--- src/rtl/dma_priority_resolver_pkg.sv ---
// Shared types and command-register bit positions for the 8237A-style DMA priority resolver.
package dma_priority_resolver_pkg;

    localparam int NCH = 4;

    localparam int CMD_DISABLE    = 2;
    localparam int CMD_ROTATE     = 4;
    localparam int CMD_DREQ_SENSE = 6;
    localparam int CMD_DACK_SENSE = 7;

    typedef enum logic [1:0] {
        IDLE    = 2'd0,
        REQ     = 2'd1,
        SERVICE = 2'd2,
        RELEASE = 2'd3
    } arb_state_t;

    typedef logic [1:0] ch_idx_t;

    function automatic logic [NCH-1:0] ch_onehot(input ch_idx_t ch);
        ch_onehot = 4'b0001 << ch;
    endfunction

endpackage

--- src/rtl/dma_prio_encoder.sv ---
// Rotating find-first: returns the first set request scanning upward from ptr_i+1 (mod 4).
module dma_prio_encoder
    import dma_priority_resolver_pkg::*;
(
    input  logic [NCH-1:0] req_i,
    input  ch_idx_t        ptr_i,
    output logic           found_o,
    output ch_idx_t        idx_o
);

    ch_idx_t cand;

    // NOTE: every variable written here gets a default first, so no path leaves one unassigned and no latch is inferred.
    always_comb begin
        found_o = 1'b0;
        idx_o   = '0;
        cand    = ptr_i;
        for (int k = 1; k <= NCH; k++) begin
            cand = ptr_i + ch_idx_t'(k);
            if (!found_o && req_i[cand]) begin
                found_o = 1'b1;
                idx_o   = cand;
            end
        end
    end

endmodule

--- src/rtl/dma_priority_resolver.sv ---
// Request qualification, hold request and one-service grant/DACK sequencing for the 4-channel DMA.
// Optional rotating priority: define DMA_ROTATE_PRIORITY_EN (otherwise fixed ch0 > ch1 > ch2 > ch3).
module dma_priority_resolver
    import dma_priority_resolver_pkg::*;
(
    input  logic       CLK,
    input  logic       RESET_N,
    input  logic [3:0] DREQ,
    input  logic       HLDA,
    input  logic       EOP_N,
    input  logic [7:0] cmd_reg,
    input  logic [3:0] mask_reg,
    input  logic [3:0] sw_req,
    input  logic [3:0] tc,
    input  logic [3:0] autoinit,
    input  logic       svc_start,
    input  logic       svc_done,
    output logic [3:0] valid_dreq,
    output logic       hrq,
    output logic [1:0] grant_ch,
    output logic       grant_vld,
    output logic [3:0] DACK,
    output logic [3:0] clr_sw_req,
    output logic [3:0] set_mask
);

    arb_state_t state_q, state_d;
    logic [3:0] dreq_q;
    logic       hrq_q, hrq_d;
    logic       grant_vld_q, grant_vld_d;
    ch_idx_t    grant_ch_q, grant_ch_d;
    logic [3:0] dack_oh_q, dack_oh_d;
    logic [3:0] clr_q, clr_d;
    logic [3:0] setm_q, setm_d;
    ch_idx_t    prio_ptr;
    logic       win_found;
    ch_idx_t    win_idx;
    logic       svc_end;

    // Pins are normalised to active-high at capture, so everything downstream is polarity-free.
    // NOTE: sequential state uses non-blocking assignments so every flop samples pre-edge values.
    always_ff @(posedge CLK or negedge RESET_N) begin
        if (!RESET_N) begin
            dreq_q <= '0;
        end else begin
            dreq_q <= DREQ ^ {4{cmd_reg[CMD_DREQ_SENSE]}};
        end
    end

    assign valid_dreq = cmd_reg[CMD_DISABLE] ? 4'b0000 : ((dreq_q & ~mask_reg) | sw_req);

`ifdef DMA_ROTATE_PRIORITY_EN
    ch_idx_t prio_ptr_q, prio_ptr_d;

    always_comb begin
        prio_ptr_d = prio_ptr_q;
        if (state_q == RELEASE && cmd_reg[CMD_ROTATE]) begin
            prio_ptr_d = grant_ch_q;
        end
    end

    always_ff @(posedge CLK or negedge RESET_N) begin
        if (!RESET_N) begin
            prio_ptr_q <= 2'd3;
        end else begin
            prio_ptr_q <= prio_ptr_d;
        end
    end

    assign prio_ptr = cmd_reg[CMD_ROTATE] ? prio_ptr_q : 2'd3;

    logic unused_cmd_bits;
    assign unused_cmd_bits = ^{cmd_reg[5], cmd_reg[3], cmd_reg[1:0]};
`else
    assign prio_ptr = 2'd3;

    logic unused_cmd_bits;
    assign unused_cmd_bits = ^{cmd_reg[5:3], cmd_reg[1:0]};
`endif

    dma_prio_encoder u_prio_encoder (
        .req_i   (valid_dreq),
        .ptr_i   (prio_ptr),
        .found_o (win_found),
        .idx_o   (win_idx)
    );

    assign svc_end = svc_done || !EOP_N;

    always_comb begin
        state_d    = state_q;
        grant_ch_d = grant_ch_q;
        dack_oh_d  = dack_oh_q;
        clr_d      = '0;
        setm_d     = '0;

        unique case (state_q)
            IDLE: begin
                if (|valid_dreq) state_d = REQ;
            end
            REQ: begin
                // The winner is re-evaluated every cycle until HLDA freezes it.
                if (valid_dreq == 4'b0000) begin
                    state_d = IDLE;
                end else if (HLDA && win_found) begin
                    state_d    = SERVICE;
                    grant_ch_d = win_idx;
                end
            end
            SERVICE: begin
                if (svc_start) dack_oh_d = ch_onehot(grant_ch_q);
                if (svc_end) begin
                    state_d   = RELEASE;
                    dack_oh_d = '0;
                    clr_d     = ch_onehot(grant_ch_q);
                    if ((tc[grant_ch_q] || !EOP_N) && !autoinit[grant_ch_q]) begin
                        setm_d = ch_onehot(grant_ch_q);
                    end
                end
            end
            RELEASE: begin
                state_d = IDLE;
            end
            default: begin
                state_d = IDLE;
            end
        endcase

        hrq_d       = (state_d == REQ) || (state_d == SERVICE);
        grant_vld_d = (state_d == SERVICE);
    end

    always_ff @(posedge CLK or negedge RESET_N) begin
        if (!RESET_N) begin
            state_q     <= IDLE;
            hrq_q       <= 1'b0;
            grant_vld_q <= 1'b0;
            grant_ch_q  <= '0;
            dack_oh_q   <= '0;
            clr_q       <= '0;
            setm_q      <= '0;
        end else begin
            state_q     <= state_d;
            hrq_q       <= hrq_d;
            grant_vld_q <= grant_vld_d;
            grant_ch_q  <= grant_ch_d;
            dack_oh_q   <= dack_oh_d;
            clr_q       <= clr_d;
            setm_q      <= setm_d;
        end
    end

    assign hrq        = hrq_q;
    assign grant_vld  = grant_vld_q;
    assign grant_ch   = grant_ch_q;
    assign DACK       = dack_oh_q ^ {4{~cmd_reg[CMD_DACK_SENSE]}};
    assign clr_sw_req = clr_q;
    assign set_mask   = setm_q;

endmodule

--- config.mk ---
export PLATFORM = sky130hd
export DESIGN_NAME = dma_priority_resolver
export DESIGN_NICKNAME = d
export VERILOG_FILES = /design/src/rtl/dma_priority_resolver_pkg.sv /design/src/rtl/dma_prio_encoder.sv /design/src/rtl/dma_priority_resolver.sv
export SDC_FILE = /design/constraint.sdc
export NUM_CORES = 1
export LEC_CHECK = 0
export ABC_AREA = 1
export BUFFER_PORTS_ARGS = -buffer_cell sky130_fd_sc_hd__buf_2
export CORE_UTILIZATION = 35
export CTS_CLUSTER_SIZE = 24
export DETAILED_ROUTE_END_ITERATION = 16
export MAX_ROUTING_LAYER = met4
export PLACE_DENSITY = 0.62
export SYNTH_ARGS = -nofsm -noshare
export SYNTH_HDL_FRONTEND = slang
export SYNTH_HIERARCHICAL = 1
export SYNTH_SLANG_ARGS = --single-unit
--- constraint.sdc ---
create_clock -name CLK -period 4.35 [get_ports CLK]
set_clock_uncertainty 0.2 [all_clocks]
set_input_delay 0.435 -clock CLK [delete_from_list [all_inputs] [get_ports CLK]]
set_output_delay 0.435 -clock CLK [all_outputs]
set_load 0.01 [all_outputs]
==> impl_metrics.ini, run 1 <==
[critical_path]
crit_fanout = 4
end_kind = register
rr_endpoint = hrq
regToRegStartpoint = dreq_q[1]
ff2ff_setup_slack_ns = 2.07
crit_arrival_ns = 2.28
reg2reg_depth = 16
worst_ep_required_time_ns = 4.34
worstSetupPathType = reg -> reg
start_kind = register

[clocking]
cts-resized-gates = 0
cts_buffer_depth = 2
postCtsSetupBuffers = 0
cts.sinks = 22
cts_tree = yes
path_clk_slew_ns = 0.07
holdBufCountCts = 1
cts_buffers = 3
root_buffer = clkbuf_8
clkLatencyLatePin_ns = 0.25
htreeDepth = 1

[place]
io_buffers = 48
dp_cells = 274
hpwl_um = 2185
finalWeightedCongestion = 0.8480

[synth]
synth_flop_cell = dfrtp_1
synth_edf_count = 0
yosys_warnings = 6
synth.cell_area_um2 = 1320
postSynthAreaPerCell_um2 = 7.543
synth.distinct_cells = 24
netlist_instances = 175
ys_seq_area_share_pct = 41.71
async_flop_share_pct = 100.0
synth-seq-cells = 22

[timing]
fin_tns_setup_ns = 0
finalHoldViolations = 0
max_freq_mhz = 437.9
setup_violations = 0
finalCritPeriodShare_pct = 52.49
rsz0062_at_grt = false
period_minus_slack_ns = 2.283
drv_slew = 0
worst_hold_slack_ns = 0.1518

[final_layout]
mostFrequentLayoutCell = buf_2
fin_util_pct = 48.45
diodes = 0
instances_no_fill = 278
synthToLayoutAreaGrowth_pct = 27.30
drive_gt1_share_pct = 29.74
multiInputGateArea_um2 = 655.6
nets = 269
regArea_um2 = 550.5
layout_common_cells = buf_2, nand2_1, inv_1
num-fill-cells = 366

[hold_path]
hp-class = in -> reg
holdCritStartpoint = DREQ[3]
holdPathEnd = dreq_q[3]
holdPathStages = 2

[routing]
drtIter0Drc = 38
first_pass_iters = 4
wire_per_inst_um = 9.320
routed_wl_um = 2591
vias_per_cell = 4.230
via_count = 1176
ant_nets = 0
post-route-drc-count = 0

[power]
vdd_drop_max_uv = 263.8
power.density_nw_per_um2 = 383.1
power.leakage_nw = 0.9983
report.power.total_w = 0.0006437

[floorplan]
rows = 21
die_h_um = 63.41
die-width_um = 63.41
core_area_um2 = 3468
start_util_pct = 38.06
die-area_um2 = 4021
pin_count = 54

[outcome]
outcome = completed

[job]
drv_cap = 0

[global_route]
antenna_found_initial = 0
grt_pass1_vias = 1118
grt.total_usage_pct = 13.99
grt_max_degree = 23
grt_overflow = 0
grt_pass1_wl_um = 4347
## Yosys cell counts, types with 3 or more instances
cell	number	area share (%)
inv_1	30	8.5
nand2_2	10	4.7
a21oi_1	4	1.5
xnor2_1	4	2.7
dfrtp_1	22	42
nand3_1	12	4.5
o21ai_0	6	2.3
xor2_1	4	2.7
nand2_1	46	13
o31ai_1	3	1.7
nand4_1	5	2.4
nor2_1	13	3.7
nand2_4	5	4.3
## stage by stage
| stage | setup WS (ns) | cell area (um2) |
|---|---|---|
| final | 2.067 | 1680 |
| after global routing | 1.806 | 1680 |
| after CTS | 2.053 | 1680 |
| after detailed placement | 1.875 | 1629 |
| after global placement | 1.890 | 1629 |
| after floorplan | 2.159 | 1346 |
## state kept, by name (all words and copies together) (netlist names)
signal,flops
hrq,1
grant_vld,1
dreq_q,4
dack_oh_q,4
set_mask,4
clr_sw_req,4
state_q,2
grant_ch,2
## area by class of cell
class,count,area share (%)
Tap cell,46,3.425
Sequential cell,22,32.76
Clock buffer,3,2.457
Inverter,32,7.446
Timing Repair Buffer,49,14.89
Multi-Input combinational cell,126,39.02
## cell families (layout without fill, tap and decap cells)
kind of cell	count (synthesis)	in the layout	share of synthesized area, %
AO/OA/AOI/OAI	15	15	6.636
other	1	8	0.2841
AND/OR/NAND/NOR	94	94	34.50
XOR/XNOR	8	8	5.308
flip-flops	22	22	41.71
buffers and inverters	34	84	10.62
adder cells (fa/ha/maj)	1	1	0.9477
## worst max-delay path by stage
stage                     start   to  slack [ns]  depth (start not counted)
floorplan           mask_reg[1]  hrq        2.16                         15
global route          dreq_q[1]  hrq        1.81                         16
global placement    mask_reg[1]  hrq        1.89                         16
CTS                   dreq_q[1]  hrq        2.05                         16
detailed placement  mask_reg[1]  hrq        1.87                         16
finish                dreq_q[1]  hrq        2.07                         16
## layer usage
layer,up-vias,routed length (um),track usage [%]
met1,505,1143,15.99
met5,-,0,-
met4,0,18,2.557
met2,27,1330,24.34
met3,2,98,3.986
li1,642,-,-
## power breakdown
group	total, W	internal, W	leakage [nW]	switching [W]
Clock	0.000117	0.0000615	0.0216	0.0000558
Sequential	0.000275	0.000247	0.289	0.0000280
Combinational	0.000251	0.0000953	0.687	0.000156
## critical path, cell delays in order, from the launching register on
cell and delay [ns]:
dfrtp_1 0.33, inv_1 0.04, o21bai_1 0.15, nand2_1 0.07, inv_1 0.10, nand2_1 0.08, nand2_1 0.11, nand2_1 0.07
nand2_2 0.08, nor2_4 0.05, nand4_1 0.06, nand2_1 0.06, nor3_1 0.25, nand2_1 0.17, o21ai_0 0.11, ha_1 0.25
inv_1 0.05
No activity file was read; power rests on OpenSTA's default activity.
==> run 2: changes to the inputs <==
--- a/config.mk
+++ b/config.mk
@@ -11,7 +11,7 @@
 export CTS_CLUSTER_SIZE = 24
 export DETAILED_ROUTE_END_ITERATION = 16
 export MAX_ROUTING_LAYER = met4
-export PLACE_DENSITY = 0.62
+export PLACE_DENSITY = 0.65
 export SYNTH_ARGS = -nofsm -noshare
 export SYNTH_HDL_FRONTEND = slang
 export SYNTH_HIERARCHICAL = 1
==> constraint.sdc (replaced) <==
create_clock -name CLK -period 2 [get_ports CLK]
set_clock_uncertainty 0.2 [all_clocks]
set_input_delay 0.2 -clock CLK [delete_from_list [all_inputs] [get_ports CLK]]
set_output_delay 0.2 -clock CLK [all_outputs]
set_load 0.01 [all_outputs]
==> impl_metrics.ini, run 2 (same netlist as run 1, synthesis figures left out) <==
[outcome]
outcome = finished with violations
failed_checks = negative setup slack

[global_route]
grt_pass1_wl_um = 5071
grt_max_degree = 23
grt.total_usage_pct = 16.38
grt_overflow = 0
antenna_found_initial = 0
grt_pass1_vias = 1206

[timing]
max_freq_mhz = 492.1
setup_violations = 1
drv_slew = 0
period_minus_slack_ns = 2.032
rsz0062_at_grt = true
fin_ws_ns = -0.03203
finalHoldViolations = 0
finalCritPeriodShare_pct = 101.6
worst_hold_slack_ns = 0.004280

[critical_path]
critical-path-top-delay-family = simple AND/OR/NAND/NOR gates
critical_path.cell_chain = nand2_1 -> nand2_2 -> nand2_2 -> inv_2 -> nand2_2 -> nand2_2 -> nand2_4 -> nand2_4 -> nor2_4 -> nand4_1 -> nand2_2 -> o21ai_1 -> inv_1 -> nand2_1 -> nand2_1 -> inv_1 -> ha_1 -> inv_1
start_kind = register
end_kind = register
crit_fanout = 2
slowest_delay_ns = 0.38
path_buf_inv = 4
worst_ep_required_time_ns = 1.96
critical_path.most_common_cell = nand2_2
crit_arrival_ns = 1.99
worstSetupPathType = reg -> reg
crit_path_top_delay_cell = dfrtp_1

[final_layout]
num-fill-cells = 359
layout_common_cells = buf_2, nand2_1, inv_1
synthToLayoutAreaGrowth_pct = 43.32
diodes = 0
mostFrequentLayoutCell = buf_2
drive_gt1_share_pct = 37.45
nets = 287
fin_util_pct = 54.55

[routing]
drtIter0Drc = 66
ant_nets = 0
wire_per_inst_um = 9.657
via_count = 1268
post-route-drc-count = 0
routed_wl_um = 2868
first_pass_iters = 4
vias_per_cell = 4.269

[clocking]
clkLatencyLatePin_ns = 0.26
cts_tree = yes
cts.sinks = 22
htreeDepth = 1
cts_buffer_depth = 2
cts_buffers = 3
root_buffer = clkbuf_8
path_clk_slew_ns = 0.08

[floorplan]
start_util_pct = 38.06
rows = 21
die-area_um2 = 4021
die_h_um = 63.41
die-width_um = 63.41
core_area_um2 = 3468
pin_count = 54

[place]
hpwl_um = 2324
finalWeightedCongestion = 0.8337
io_buffers = 48

[job]
drv_cap = 0

[power]
power.density_nw_per_um2 = 825.6
vdd_drop_max_uv = 354.0
power.leakage_nw = 1.091

[hold_path]
hp-class = in -> reg
## run 2: changes by cell type in the layout (fill, tap and decap cells not counted), sizes merged
cell	change
dlygate4sd3	+8
clkbuf	+1
buf	+10
## run 2: metal layers
| metal | track usage (%) | part of all wire, % | wire length (um) |
|---|---|---|---|
| met1 | 19.93 | 44 | 1254 |
| met2 | 27.39 | 51 | 1455 |
| met3 | 3.442 | 4.8 | 138 |
| met4 | 4.261 | 0.66 | 19 |
| met5 | - | 0 | 0 |
## run 2: where the power goes
part	switching [W]	internal, W	total, W
combinational	0.000368	0.000271	0.000639
sequential	0.0000705	0.000537	0.000607
clock	0.000140	0.000175	0.000315
total	0.000578	0.000983	0.00156
## run 2: layout make-up
type	instances	area [um2]	share of cell area (%)
well taps	46	57.56	3.042
flip-flops and latches	22	550.5	29.10
repair buffers	67	409.1	21.63
multi-input cells	126	694.4	36.71
inverters	32	125.1	6.614
clock buffers	4	55.05	2.910
## run 2: final timing paths
check                           start            to  slack (ns)  depth (start not counted)
setup / recovery            dreq_q[0]           hrq       -0.03                         18
setup reg to reg            dreq_q[0]           hrq       -0.03                         18
max in group asynchronous     RESET_N     dreq_q[1]        1.04                          2
min in group asynchronous     RESET_N  dack_oh_q[0]        0.23                          2
hold reg to reg            state_q[0]    state_q[1]        0.30                          1
hold / removal               svc_done  dack_oh_q[0]       0.004                          4
## run 2: worst min-delay path, delay by kind of cell
family | cells | cell delay, ns
AOI/OAI and AO/OA | 1 | 0.06
buffers and inverters | 1 | 0.08
and+or+nand+nor | 2 | 0.08
## run 2: metrics by stage
step / instance area (um2) / worst slack, ns / cells / power, W / TNS [ns]
6_report: 1892 / -0.03203 / 297 / 0.001562 / -0.03203
5_1_grt: 1892 / -0.2319 / 297 / 0.001709 / -0.5409
4_1_cts: 1847 / -0.1133 / 296 / 0.001531 / -0.1147
3_5_place_dp: 1702 / -0.09066 / 283 / 0.001196 / -0.09066
3_3_place_gp: 1702 / -0.05408 / 283 / 0.001185 / -0.05408
2_1_floorplan: 1351 / 0.007279 / 182 / 0.0009816 / 0
## run 2: timing repair
action / 4_1_cts / 5_1_grt
gates resized for setup: 1 / 17
endpoints found under the setup margin: 1 / 6
endpoints found under the hold margin: 26 / 0
setup buffers: 0 / 1
hold buffers: 9 / 0
pin swaps: 1 / 15
